--- src/rtl/mac_cam_table.sv ---
// MAC learning table: sequential scan over a registered-read RAM, per-entry
// valid flops, learn with round-robin eviction when full, single-cycle flush.
module mac_cam_table #(
  parameter int ADDR_WIDTH = 4,
  parameter int KEY_WIDTH  = 48,
  parameter int PORT_WIDTH = 2
) (
  input  logic                  clk,
  input  logic                  arst_n,
  input  logic                  flush,
  input  logic                  req_valid,
  output logic                  req_ready,
  input  logic                  req_learn,
  input  logic [KEY_WIDTH-1:0]  req_key,
  input  logic [PORT_WIDTH-1:0] req_port,
  output logic                  rsp_valid,
  output logic                  rsp_hit,
  output logic                  rsp_evict,
  output logic [ADDR_WIDTH-1:0] rsp_index,
  output logic [PORT_WIDTH-1:0] rsp_port,
  output logic [ADDR_WIDTH:0]   entry_count
);

  localparam int DEPTH  = 1 << ADDR_WIDTH;
  localparam int WORD_W = KEY_WIDTH + PORT_WIDTH;
  localparam logic [ADDR_WIDTH:0] DEPTH_W  = (ADDR_WIDTH+1)'(DEPTH);
  localparam logic [ADDR_WIDTH:0] SCAN_END = (ADDR_WIDTH+1)'(DEPTH + 1);

  typedef enum logic [1:0] {IDLE, SCAN, WRITE, RESP} state_t;

  typedef struct packed {
    logic                  learn;
    logic [KEY_WIDTH-1:0]  key;
    logic [PORT_WIDTH-1:0] port;
  } req_t;

  state_t state, state_nxt;
  req_t   req_q;

  logic [WORD_W-1:0]     mem [DEPTH];
  logic [WORD_W-1:0]     rd_data;
  logic [ADDR_WIDTH:0]   scan_idx;
  logic                  cmp_vld;
  logic [ADDR_WIDTH-1:0] cmp_idx;
  logic                  free_found;
  logic [ADDR_WIDTH-1:0] free_idx;
  logic [ADDR_WIDTH-1:0] wr_idx;
  logic                  wr_new;
  logic [DEPTH-1:0]      valid;
  logic [ADDR_WIDTH-1:0] rr_ptr;
  logic                  hit_q, evict_q;
  logic [PORT_WIDTH-1:0] port_q;

  logic accept, match, scan_done, wr_en;

  assign req_ready = (state == IDLE) & ~flush;
  assign accept    = req_valid & req_ready;
  assign match     = (state == SCAN) & cmp_vld & valid[cmp_idx]
                   & (rd_data[WORD_W-1:PORT_WIDTH] == req_q.key);
  // One drain cycle after the last compare so a miss lands at DEPTH+2.
  assign scan_done = (state == SCAN) & (scan_idx == SCAN_END);
  assign wr_en     = (state == WRITE) & ~flush;

  // RAM is not reset; read returns old data on a same-address write.
  always_ff @(posedge clk) begin
    if (wr_en) mem[wr_idx] <= {req_q.key, req_q.port};
    rd_data <= mem[scan_idx[ADDR_WIDTH-1:0]];
  end

  always_ff @(posedge clk or negedge arst_n) begin
    if (!arst_n) state <= IDLE;
    else         state <= state_nxt;
  end

  always_comb begin
    state_nxt = state;
    case (state)
      IDLE:  if (accept) state_nxt = SCAN;
      SCAN:  if (match || scan_done) state_nxt = req_q.learn ? WRITE : RESP;
      WRITE: state_nxt = RESP;
      RESP:  state_nxt = IDLE;
      default: state_nxt = IDLE;
    endcase
    if (flush) state_nxt = IDLE;
  end

  always_ff @(posedge clk or negedge arst_n) begin
    if (!arst_n) begin
      req_q       <= '0;
      scan_idx    <= '0;
      cmp_vld     <= 1'b0;
      cmp_idx     <= '0;
      free_found  <= 1'b0;
      free_idx    <= '0;
      wr_idx      <= '0;
      wr_new      <= 1'b0;
      valid       <= '0;
      rr_ptr      <= '0;
      entry_count <= '0;
      hit_q       <= 1'b0;
      evict_q     <= 1'b0;
      port_q      <= '0;
    end else if (flush) begin
      valid       <= '0;
      rr_ptr      <= '0;
      entry_count <= '0;
      cmp_vld     <= 1'b0;
    end else begin
      if (accept) begin
        req_q      <= '{learn: req_learn, key: req_key, port: req_port};
        scan_idx   <= '0;
        cmp_vld    <= 1'b0;
        free_found <= 1'b0;
      end
      if (state == SCAN) begin
        scan_idx <= scan_idx + (ADDR_WIDTH+1)'(1);
        cmp_vld  <= (scan_idx < DEPTH_W);
        cmp_idx  <= scan_idx[ADDR_WIDTH-1:0];
        if (cmp_vld && !valid[cmp_idx] && !free_found) begin
          free_found <= 1'b1;
          free_idx   <= cmp_idx;
        end
      end
      if (match) begin
        wr_idx  <= cmp_idx;
        wr_new  <= 1'b0;
        hit_q   <= 1'b1;
        evict_q <= 1'b0;
        port_q  <= req_q.learn ? req_q.port : rd_data[PORT_WIDTH-1:0];
      end else if (scan_done) begin
        hit_q  <= 1'b0;
        port_q <= req_q.learn ? req_q.port : '0;
        wr_new <= req_q.learn & free_found;
        // Lookup misses report index 0; full-table learns take the rr slot.
        if (!req_q.learn) begin
          wr_idx  <= '0;
          evict_q <= 1'b0;
        end else if (free_found) begin
          wr_idx  <= free_idx;
          evict_q <= 1'b0;
        end else begin
          wr_idx  <= rr_ptr;
          evict_q <= 1'b1;
        end
      end
      if (state == WRITE) begin
        valid[wr_idx] <= 1'b1;
        if (wr_new)  entry_count <= entry_count + (ADDR_WIDTH+1)'(1);
        if (evict_q) rr_ptr      <= rr_ptr + ADDR_WIDTH'(1);
      end
    end
  end

  assign rsp_valid = (state == RESP);
  assign rsp_hit   = rsp_valid & hit_q;
  assign rsp_evict = rsp_valid & evict_q;
  assign rsp_index = rsp_valid ? wr_idx : '0;
  assign rsp_port  = rsp_valid ? port_q : '0;

endmodule

--- config.mk ---
export PLATFORM = sky130hd
export DESIGN_NAME = mac_cam_table
export DESIGN_NICKNAME = d
export VERILOG_FILES = /design/src/rtl/mac_cam_table.sv
export SDC_FILE = /design/constraint.sdc
export NUM_CORES = 1
export LEC_CHECK = 0
export CAP_MARGIN = 20
export CORE_MARGIN = 2
export CORE_UTILIZATION = 50
export DETAILED_ROUTE_END_ITERATION = 7
export PLACE_DENSITY_LB_ADDON = 0.3
export SLEW_MARGIN = 20
export SYNTH_ARGS = -nofsm -noshare
export SYNTH_HDL_FRONTEND = slang
export SYNTH_SLANG_ARGS = --single-unit
--- constraint.sdc ---
create_clock -name clk -period 13.42 [get_ports clk]
set_input_delay 1.342 -clock clk [delete_from_list [all_inputs] [get_ports clk]]
set_output_delay 1.342 -clock clk [all_outputs]
set_load 0.005 [all_outputs]
==> results.json, run 1 <==
{
  "status": "finished, final reports clean",
  "power.density_nw_per_um2": 204,
  "min_period_ns": 4.52,
  "ir_drop_v": 0.000148,
  "port_buffers": 69,
  "synth_warnings": 0,
  "synth_fp_nets": 1681,
  "cts.htree.levels": 3,
  "clk_pin_slew_ns": 0.06,
  "place_area_um2": 38000,
  "finalSetupViolations": 0,
  "clock_latency_ns": 0.67,
  "cts_hold_buf": 0,
  "worst_pin_slew_ns": 1.14,
  "rsz0062_at_grt": "no",
  "grt_usage": 0.208,
  "final_area_um2": 41100,
  "gr-usage-met2": 0.336,
  "grt_first_pass_wirelength_um": 113000,
  "top_usage_layer": "met2",
  "start_util": 0.505,
  "drtIter0Drc": 1651,
  "vias": 16600,
  "antenna_left": 0,
  "drive_gt1_frac": 0.283,
  "syn_avg_cell_area_um2": 22.3,
  "globalRoute.totalOverflow": 0,
  "postCtsSetupRepairBufs": 0,
  "drc": 0,
  "core_area_um2": 71500,
  "cts_tree": "yes",
  "synth-seq-area-share": 0.764,
  "routed_wl_um": 74700,
  "cp_max_fo": 19,
  "clock-sinks": 952,
  "finalClockSkew_ns": 0.0360,
  "cts_resized": 0,
  "use_met3": 0.0350,
  "grt_max_degree": 100,
  "fin_nets": 1799,
  "dieArea_um2": 74400,
  "syn_area_um2": 36100,
  "hold_ws_ns": 0.473,
  "maxCapViolCount": 0,
  "synth_cells": 1618,
  "hpwl_um": 39400,
  "die_y_um": 273,
  "start_kind": "input port",
  "grtUsageMet1": 0.294,
  "antenna_found_initial": 0,
  "cts_root_buf": "clkbuf_16",
  "slew_headroom": 0.239,
  "numCtsBuffers": 95,
  "period_share": 0.337,
  "layout-area-overhead-vs-synth_pct": 13.8,
  "ys_ff_latch": 952,
  "wl_per_cell_um": 27.0,
  "drtPass1Iterations": 5,
  "layout_commonest_cell": "edfxtp_1",
  "grt_pass1_vias": 17600,
  "slew_violations": 0,
  "arrival_ns": 3.18,
  "fmaxAchievable_mhz": 221,
  "clock_path_buffers": 3,
  "n_antenna_cell": 0,
  "vias_per_cell": 6.01,
  "crit_type": "input port to primary output",
  "synth_cell_types": 53,
  "p_leak_nw": 13.4,
  "io_pins": 70,
  "hp-class": "flip-flop to flip-flop",
  "cp-end-kind": "primary output",
  "timing_hold_violations_final": 0,
  "fin_setup_tns_ns": 0,
  "die_width_um": 273,
  "num_rows": 98,
  "gp_congestion": 0.762,
  "cp.required_ns": 12.08,
  "final_cell_mix": "edfxtp_1, mux4_2, dfrtp_1, clkbuf_16, clkdlybuf4s50_1"
}
## cells in the mapped netlist (all sizes together)
master / number / area share
a2111oi: 1 / 0.00024
a211o: 1 / 0.00024
a21o: 17 / 0.0035
a21oi: 11 / 0.0015
a22o: 1 / 0.00024
a31oi: 1 / 0.00017
a32o: 3 / 0.00083
a32oi: 1 / 0.00076
and2: 10 / 0.0018
and2b: 1 / 0.00021
and3: 3 / 0.00052
and4: 1 / 0.00024
buf: 28 / 0.0039
clkbuf: 49 / 0.0051
dfrtp: 102 / 0.071
dfxtp: 50 / 0.028
edfxtp: 800 / 0.67
ha: 8 / 0.0028
inv: 7 / 0.00073
mux2: 63 / 0.020
mux2i: 4 / 0.0011
mux4: 253 / 0.16
nand2: 34 / 0.0035
nand2b: 7 / 0.0013
nand3: 16 / 0.0024
nand3b: 3 / 0.00062
nand4: 7 / 0.0014
nand4b: 2 / 0.00049
nor2: 27 / 0.0029
nor2b: 10 / 0.0017
nor3: 12 / 0.0017
nor3b: 1 / 0.00021
nor4: 18 / 0.0033
nor4bb: 1 / 0.00028
o21ai: 7 / 0.00097
o22a: 1 / 0.00024
o22ai: 1 / 0.00017
or2: 1 / 0.00017
or3: 2 / 0.00035
xnor2: 6 / 0.0015
xor2: 47 / 0.011
## metrics by stage
step | std cells | util | total power [W] | setup slack, ns
final | 2767 | 0.575 | 0.00839 | 8.90
after global routing | 2767 | 0.575 | 0.00873 | 8.84
after CTS | 2767 | 0.575 | 0.00847 | 8.91
after detailed placement | 2589 | 0.532 | 0.00589 | 8.42
after global placement | 2588 | 0.532 | 0.00583 | 8.32
after floorplan | 1618 | - | 0.00528 | 7.37
## worst paths after layout
| path | from | end | slack (ns) | depth (start not counted) |
|---|---|---|---|---|
| max in group asynchronous | arst_n | scan_idx[0] | 11.66 | 2 |
| worst min-delay path | hit_q | hit_q | 0.47 | 2 |
| min in group asynchronous | arst_n | req_q[15] | 0.65 | 1 |
| worst max-delay path | flush | req_ready | 8.90 | 3 |
| worst max register to register | scan_idx[0] | rd_data[9] | 9.68 | 4 |
| worst min register to register | hit_q | hit_q | 0.47 | 2 |
## critical path, stage by stage
cell and delay [ns]:
clkdlybuf4s50_1 0.84, nor2b_1 0.43, clkdlybuf4s50_1 0.56
## routing by layer
layer  wire length [um]  part of all wire
met1              31500              0.42
met2              36800              0.49
met3               4670             0.062
met4               1690             0.023
met5                  0                 0
## flip-flops by register name, indices dropped and copies added, names as in the netlist, 5 cells and up
name         cells
valid           16
rd_data         50
req_q           51
scan_idx         5
entry_count      5
mem            800
## where the power goes
part           switching, W  internal (W)
logic              0.000681      0.000786
registers          0.000549       0.00378
clock network       0.00110       0.00148
total               0.00233       0.00605
## area by class of cell
type	count	area (um2)
clock buffers	135	2660
repair buffers	98	935
fillers	5108	30400
flip-flops and latches	952	27600
clock inverters	43	414
inverters	7	26.3
multi-input cells	582	8300
well taps	950	1190
## kinds of logic (layout without fill, tap and decap cells)
kind of cell | after synthesis | after routing | synth area share
flops | 952 | 952 | 0.764
xor+xnor | 53 | 53 | 0.0129
mux | 320 | 320 | 0.179
fa+ha+maj | 8 | 8 | 0.00277
buf+inv | 84 | 283 | 0.00977
compound gates | 45 | 45 | 0.00894
simple gates | 156 | 156 | 0.0230
(Power assumes the default switching activity.)
==> run 2: changes to the inputs <==
Clock period 13.42 ns to 4.1 ns, I/O delays scaled along.
==> run 2 against run 1 <==
Design area up 1.3%. Largest power group unchanged. Utilization is 0.76 points higher. Via count is 0.17% higher. Sequential cell count is the same.
==> results.json, run 2 (synthesis results as in run 1) <==
{
  "finalClockSkew_ns": 0.0225,
  "critPathLaunch": "req_q[42]",
  "drive_gt1_frac": 0.299,
  "switching_share": 0.273,
  "drc": 0,
  "antenna_found_initial": 0,
  "top_register": "mem",
  "grt_first_pass_wirelength_um": 114000,
  "clock_path_buffers": 3,
  "n_antenna_cell": 0,
  "fin_setup_tns_ns": 0,
  "postCtsSetupRepairBufs": 0,
  "final_cell_mix": "edfxtp_1, mux4_2, dfrtp_1, clkbuf_16, clkdlybuf4s50_1",
  "cts_root_buf": "clkbuf_16",
  "clock-sinks": 952,
  "fmaxAchievable_mhz": 311,
  "die_y_um": 273,
  "reg2reg_from": "req_q[42]",
  "globalRoute.totalOverflow": 0,
  "gp_congestion": 0.816,
  "crit_type": "flip-flop to flip-flop",
  "start_kind": "flip-flop",
  "max_stage_delay_ns": 0.68,
  "p_sw_w": 0.00761,
  "timing_hold_violations_final": 0,
  "vias": 16700,
  "arrival_ns": 3.79,
  "largestRegisters": "mem: 800 flops, req_q: 51 flops, rd_data: 50 flops",
  "finalSetupViolations": 0,
  "rsz0062_at_grt": "no",
  "cp_max_fo": 18,
  "grt_usage": 0.212,
  "numCtsBuffers": 94,
  "power.density_nw_per_um2": 669,
  "place_area_um2": 38500,
  "maxCapViolCount": 0,
  "port_buffers": 69,
  "crit_path_end": "state[1]",
  "hp-class": "input port to async pin",
  "wl_per_cell_um": 27.5,
  "drtIter0Drc": 1704,
  "antenna_left": 0,
  "core_area_um2": 71500,
  "pwr-share-comb": 0.192,
  "clock_latency_ns": 0.65,
  "seq_power_share": 0.494,
  "final_area_um2": 41700,
  "status": "finished, final reports clean",
  "ir_drop_v": 0.000412,
  "slew_headroom": 0.372,
  "drtPass1Iterations": 7,
  "slew_violations": 0,
  "worst_pin_slew_ns": 0.942,
  "layout-area-overhead-vs-synth_pct": 15.3,
  "io_pins": 70,
  "reg2reg_setup_slack_ns": 0.89,
  "layout_commonest_cell": "edfxtp_1",
  "grt_max_degree": 68,
  "r2r-end": "state[1]",
  "cts_tree": "yes",
  "dieArea_um2": 74400,
  "largest_reg_flops": 800,
  "p_leak_nw": 13.6,
  "grt_pass1_vias": 17300,
  "cp.required_ns": 4.68,
  "cp-end-kind": "flip-flop",
  "die_width_um": 273,
  "r2r_cells": 7,
  "vias_per_cell": 5.96,
  "clk_pin_slew_ns": 0.06,
  "pwr-share-clk": 0.314,
  "start_util": 0.505,
  "min_period_ns": 3.21,
  "num_rows": 98,
  "p_int_w": 0.0203,
  "period_share": 0.783,
  "routed_wl_um": 77000,
  "hpwl_um": 41700,
  "crit_path_top_delay_cell": "dfrtp_1",
  "cts.htree.levels": 3,
  "fin_nets": 1827,
  "path_cells": "xor2_1 -> nor4_1 -> nand3_1 -> nor4_2 -> nand2b_2 -> a2111oi_0 -> a211o_1"
}
-- run 2: what timing repair did --
| item | CTS | global route |
|---|---|---|
| hold endpoints to repair | 39 | 0 |
| hold buffers | 1 | 0 |
| gates resized for setup | 0 | 0 |
-- run 2: per-layer routing --
metal  track usage  up-vias  share of wire
met5             0        -              0
met4        0.0629        0          0.021
met3        0.0398       97          0.068
met2         0.336      600           0.49
met1         0.303     8958           0.42
li1              -     7000              -
-- run 2: stage by stage --
stage	power, W	worst slack [ns]	utilization	hold slack [ns]	cells
2_1_floorplan	0.0173	0.155	-	0.114	1618
3_3_place_gp	0.0192	0.999	0.538	0.456	2617
3_5_place_dp	0.0194	0.974	0.538	0.461	2617
4_1_cts	0.0281	0.962	0.583	0.338	2796
5_1_grt	0.0289	0.736	0.583	0.365	2796
6_report	0.0279	0.890	0.583	0.370	2796
-- run 2: critical path, delay by kind of cell, from the launching register on --
family / cells / cell delay, ns
AO/OA/AOI/OAI: 2 / 0.61
XOR/XNOR: 1 / 0.28
flip-flops: 1 / 0.68
AND/OR/NAND/NOR: 4 / 1.59
-- run 2: worst min path at each step --
stage	startpoint	end	slack [ns]	depth (start not counted)
after floorplan	arst_n	cmp_idx[0]	0.11	0
after global placement	valid[15]	valid[15]	0.46	1
after detailed placement	valid[14]	valid[14]	0.46	1
after CTS	req_key[3]	req_q[5]	0.34	2
after global routing	req_key[25]	req_q[27]	0.37	2
final	arst_n	req_q[11]	0.37	2
-- run 2: area by class of cell --
class | instances | area [um2]
multi-input cells | 582 | 8330
repair buffers | 127 | 1340
clock buffers | 124 | 2640
inverters | 7 | 26.3
fillers | 5000 | 29800
flip-flops and latches | 952 | 27600
well taps | 950 | 1190
clock inverters | 54 | 547
-- run 2: power by group through the flow --
| stage | registers [W] | clock network (W) | logic [W] |
|---|---|---|---|
| floorplan | 0.0134 | 0 | 0.00384 |
| global placement | 0.0139 | 0 | 0.00535 |
| detailed placement | 0.0140 | 0 | 0.00543 |
| CTS | 0.0138 | 0.00891 | 0.00546 |
| global route | 0.0139 | 0.00927 | 0.00574 |
| finish | 0.0138 | 0.00876 | 0.00536 |
==> run 3: changes to the inputs <==
Clock period 4.1 ns to 2.6 ns, I/O delays scaled along.
==> run 3 against run 2 <==
Non-clock buffer count up 79. Critical path depth up 2. Sequential share of layout area fell by 1.2 points. Worst hold slack worse by 0.22 ns. Routed wire length grew 5.7%. Clock skew hardly changed. Combinational power rose by 98%. Die area stayed put. Critical endpoint unchanged.
==> results.json, run 3 (synthesis results as in run 1) <==
{
  "num_rows": 98,
  "hpwl_um": 44300,
  "port_buffers": 69,
  "wl_per_cell_um": 28.3,
  "r2r-end": "state[1]",
  "start_util": 0.505,
  "largest_reg_flops": 800,
  "antenna_left": 0,
  "routed_wl_um": 81400,
  "cp_max_fo": 12,
  "critPathLaunch": "req_q[32]",
  "io_pins": 70,
  "hp-class": "input port to async pin",
  "crit_path_end": "state[1]",
  "status": "finished, final reports clean",
  "drtIter0Drc": 1863,
  "power.density_nw_per_um2": 1050,
  "grt_usage": 0.225,
  "fin_setup_tns_ns": 0,
  "start_kind": "flip-flop",
  "cts.htree.levels": 3,
  "drive_gt1_frac": 0.327,
  "globalRoute.totalOverflow": 0,
  "fmaxAchievable_mhz": 396,
  "fin_nets": 1906,
  "layout-area-overhead-vs-synth_pct": 17.5,
  "numCtsBuffers": 94,
  "setup_ws_ns": 0.0777,
  "cp.required_ns": 3.13,
  "cts_root_buf": "clkbuf_16",
  "vias_per_cell": 5.98,
  "slew_violations": 0,
  "clock_path_buffers": 3,
  "dieArea_um2": 74400,
  "ir_drop_v": 0.000568,
  "finalSetupViolations": 0,
  "die_width_um": 273,
  "grt_max_degree": 56,
  "hold_ws_ns": 0.147,
  "clock-sinks": 952,
  "clock_latency_ns": 0.65,
  "p_leak_nw": 14.0,
  "grt_first_pass_wirelength_um": 120000,
  "slew_headroom": 0.582,
  "maxCapViolCount": 0,
  "largestRegisters": "mem: 800 flops, req_q: 51 flops, rd_data: 50 flops",
  "grt_pass1_vias": 17800,
  "worst_pin_slew_ns": 0.627,
  "core_area_um2": 71500,
  "rsz0062_at_grt": "no",
  "gp_congestion": 0.799,
  "r2r_cells": 9,
  "top_register": "mem",
  "cp-end-kind": "flip-flop",
  "layout_commonest_cell": "edfxtp_1",
  "die_y_um": 273,
  "arrival_ns": 3.05,
  "clk_pin_slew_ns": 0.06,
  "n_antenna_cell": 0,
  "timing_hold_violations_final": 0,
  "crit_type": "flip-flop to flip-flop",
  "reg2reg_setup_slack_ns": 0.08,
  "cts_tree": "yes",
  "period_share": 0.970,
  "drtPass1Iterations": 5,
  "pre_cts_ws_ns": 0.00224,
  "vias": 17200,
  "finalClockSkew_ns": 0.0230,
  "total_power_w": 0.0445,
  "final_util": 0.594,
  "drc": 0,
  "min_period_ns": 2.52,
  "reg2reg_from": "req_q[32]",
  "antenna_found_initial": 0,
  "final_cell_mix": "edfxtp_1, mux4_2, buf_4, clkbuf_16, dfrtp_1"
}
==> run 3: cell count changes in the layout (fill, tap and decap cells not counted), moves of 4 or more <==
cell      before  now
clkbuf_8      11    7
buf_4         41   99
buf_12        17   38
clkbuf_1      16   31
==> run 3: timing repair <==
item	4_1_cts	5_1_grt
pin swaps	0	1
resized for setup	1	7
hold buffers	1	0
hold endpoints to repair	29	0
endpoints found under the setup margin	1	10
buffers inserted	0	0
==> run 3: cell type report <==
type                       instances  area (um2)
tap                              950        1190
fill                            4925       29000
sequential                       952       27600
inverter                           7        26.3
multi-input combinational        582        8360
clock buffer                     133        2590
clock inverter                    45         488
timing repair buffer             206        2190
==> run 3: report_power, final <==
part | internal (W) | leakage [nW] | switching, W
registers | 0.0195 | 8.92 | 0.000954
logic | 0.00503 | 3.60 | 0.00560
clock network | 0.00778 | 1.50 | 0.00560
==> run 3: how the worst min path moves through the flow <==
| stage | from | end | slack (ns) | depth (start not counted) |
|---|---|---|---|---|
| 4_1_cts | arst_n | req_q[14] | 0.16 | 2 |
| 6_report | arst_n | req_q[14] | 0.15 | 2 |
| 5_1_grt | arst_n | req_q[14] | 0.20 | 2 |
| 3_3_place_gp | arst_n | req_q[14] | 0.28 | 1 |
| 2_1_floorplan | arst_n | cmp_idx[0] | -0.04 | 0 |
| 3_5_place_dp | arst_n | req_q[14] | 0.28 | 1 |
==> run 3: per-stage QoR <==
step           std cells  cell area, um2
6_report            2875           42400
3_5_place_dp        2696           39300
3_3_place_gp        2696           39300
5_1_grt             2875           42400
2_1_floorplan       1618           36200
4_1_cts             2875           42400
==> run 3: metal layers <==
layer	vias up	track usage	share of wire
met5	-	0	0
met3	104	0.0378	0.070
met2	684	0.364	0.50
met4	0	0.0581	0.018
met1	9230	0.321	0.41
li1	7163	-	-
==> run 3: critical path, cell delays in order (launching register included) <==
cell and delay [ns]:
dfrtp_2 0.49, xor2_1 0.23, nor4_1 0.33, nand4_1 0.13, buf_4 0.17, nor4_2 0.27
buf_4 0.19, nand2b_2 0.10, and2_1 0.20, a211o_1 0.29
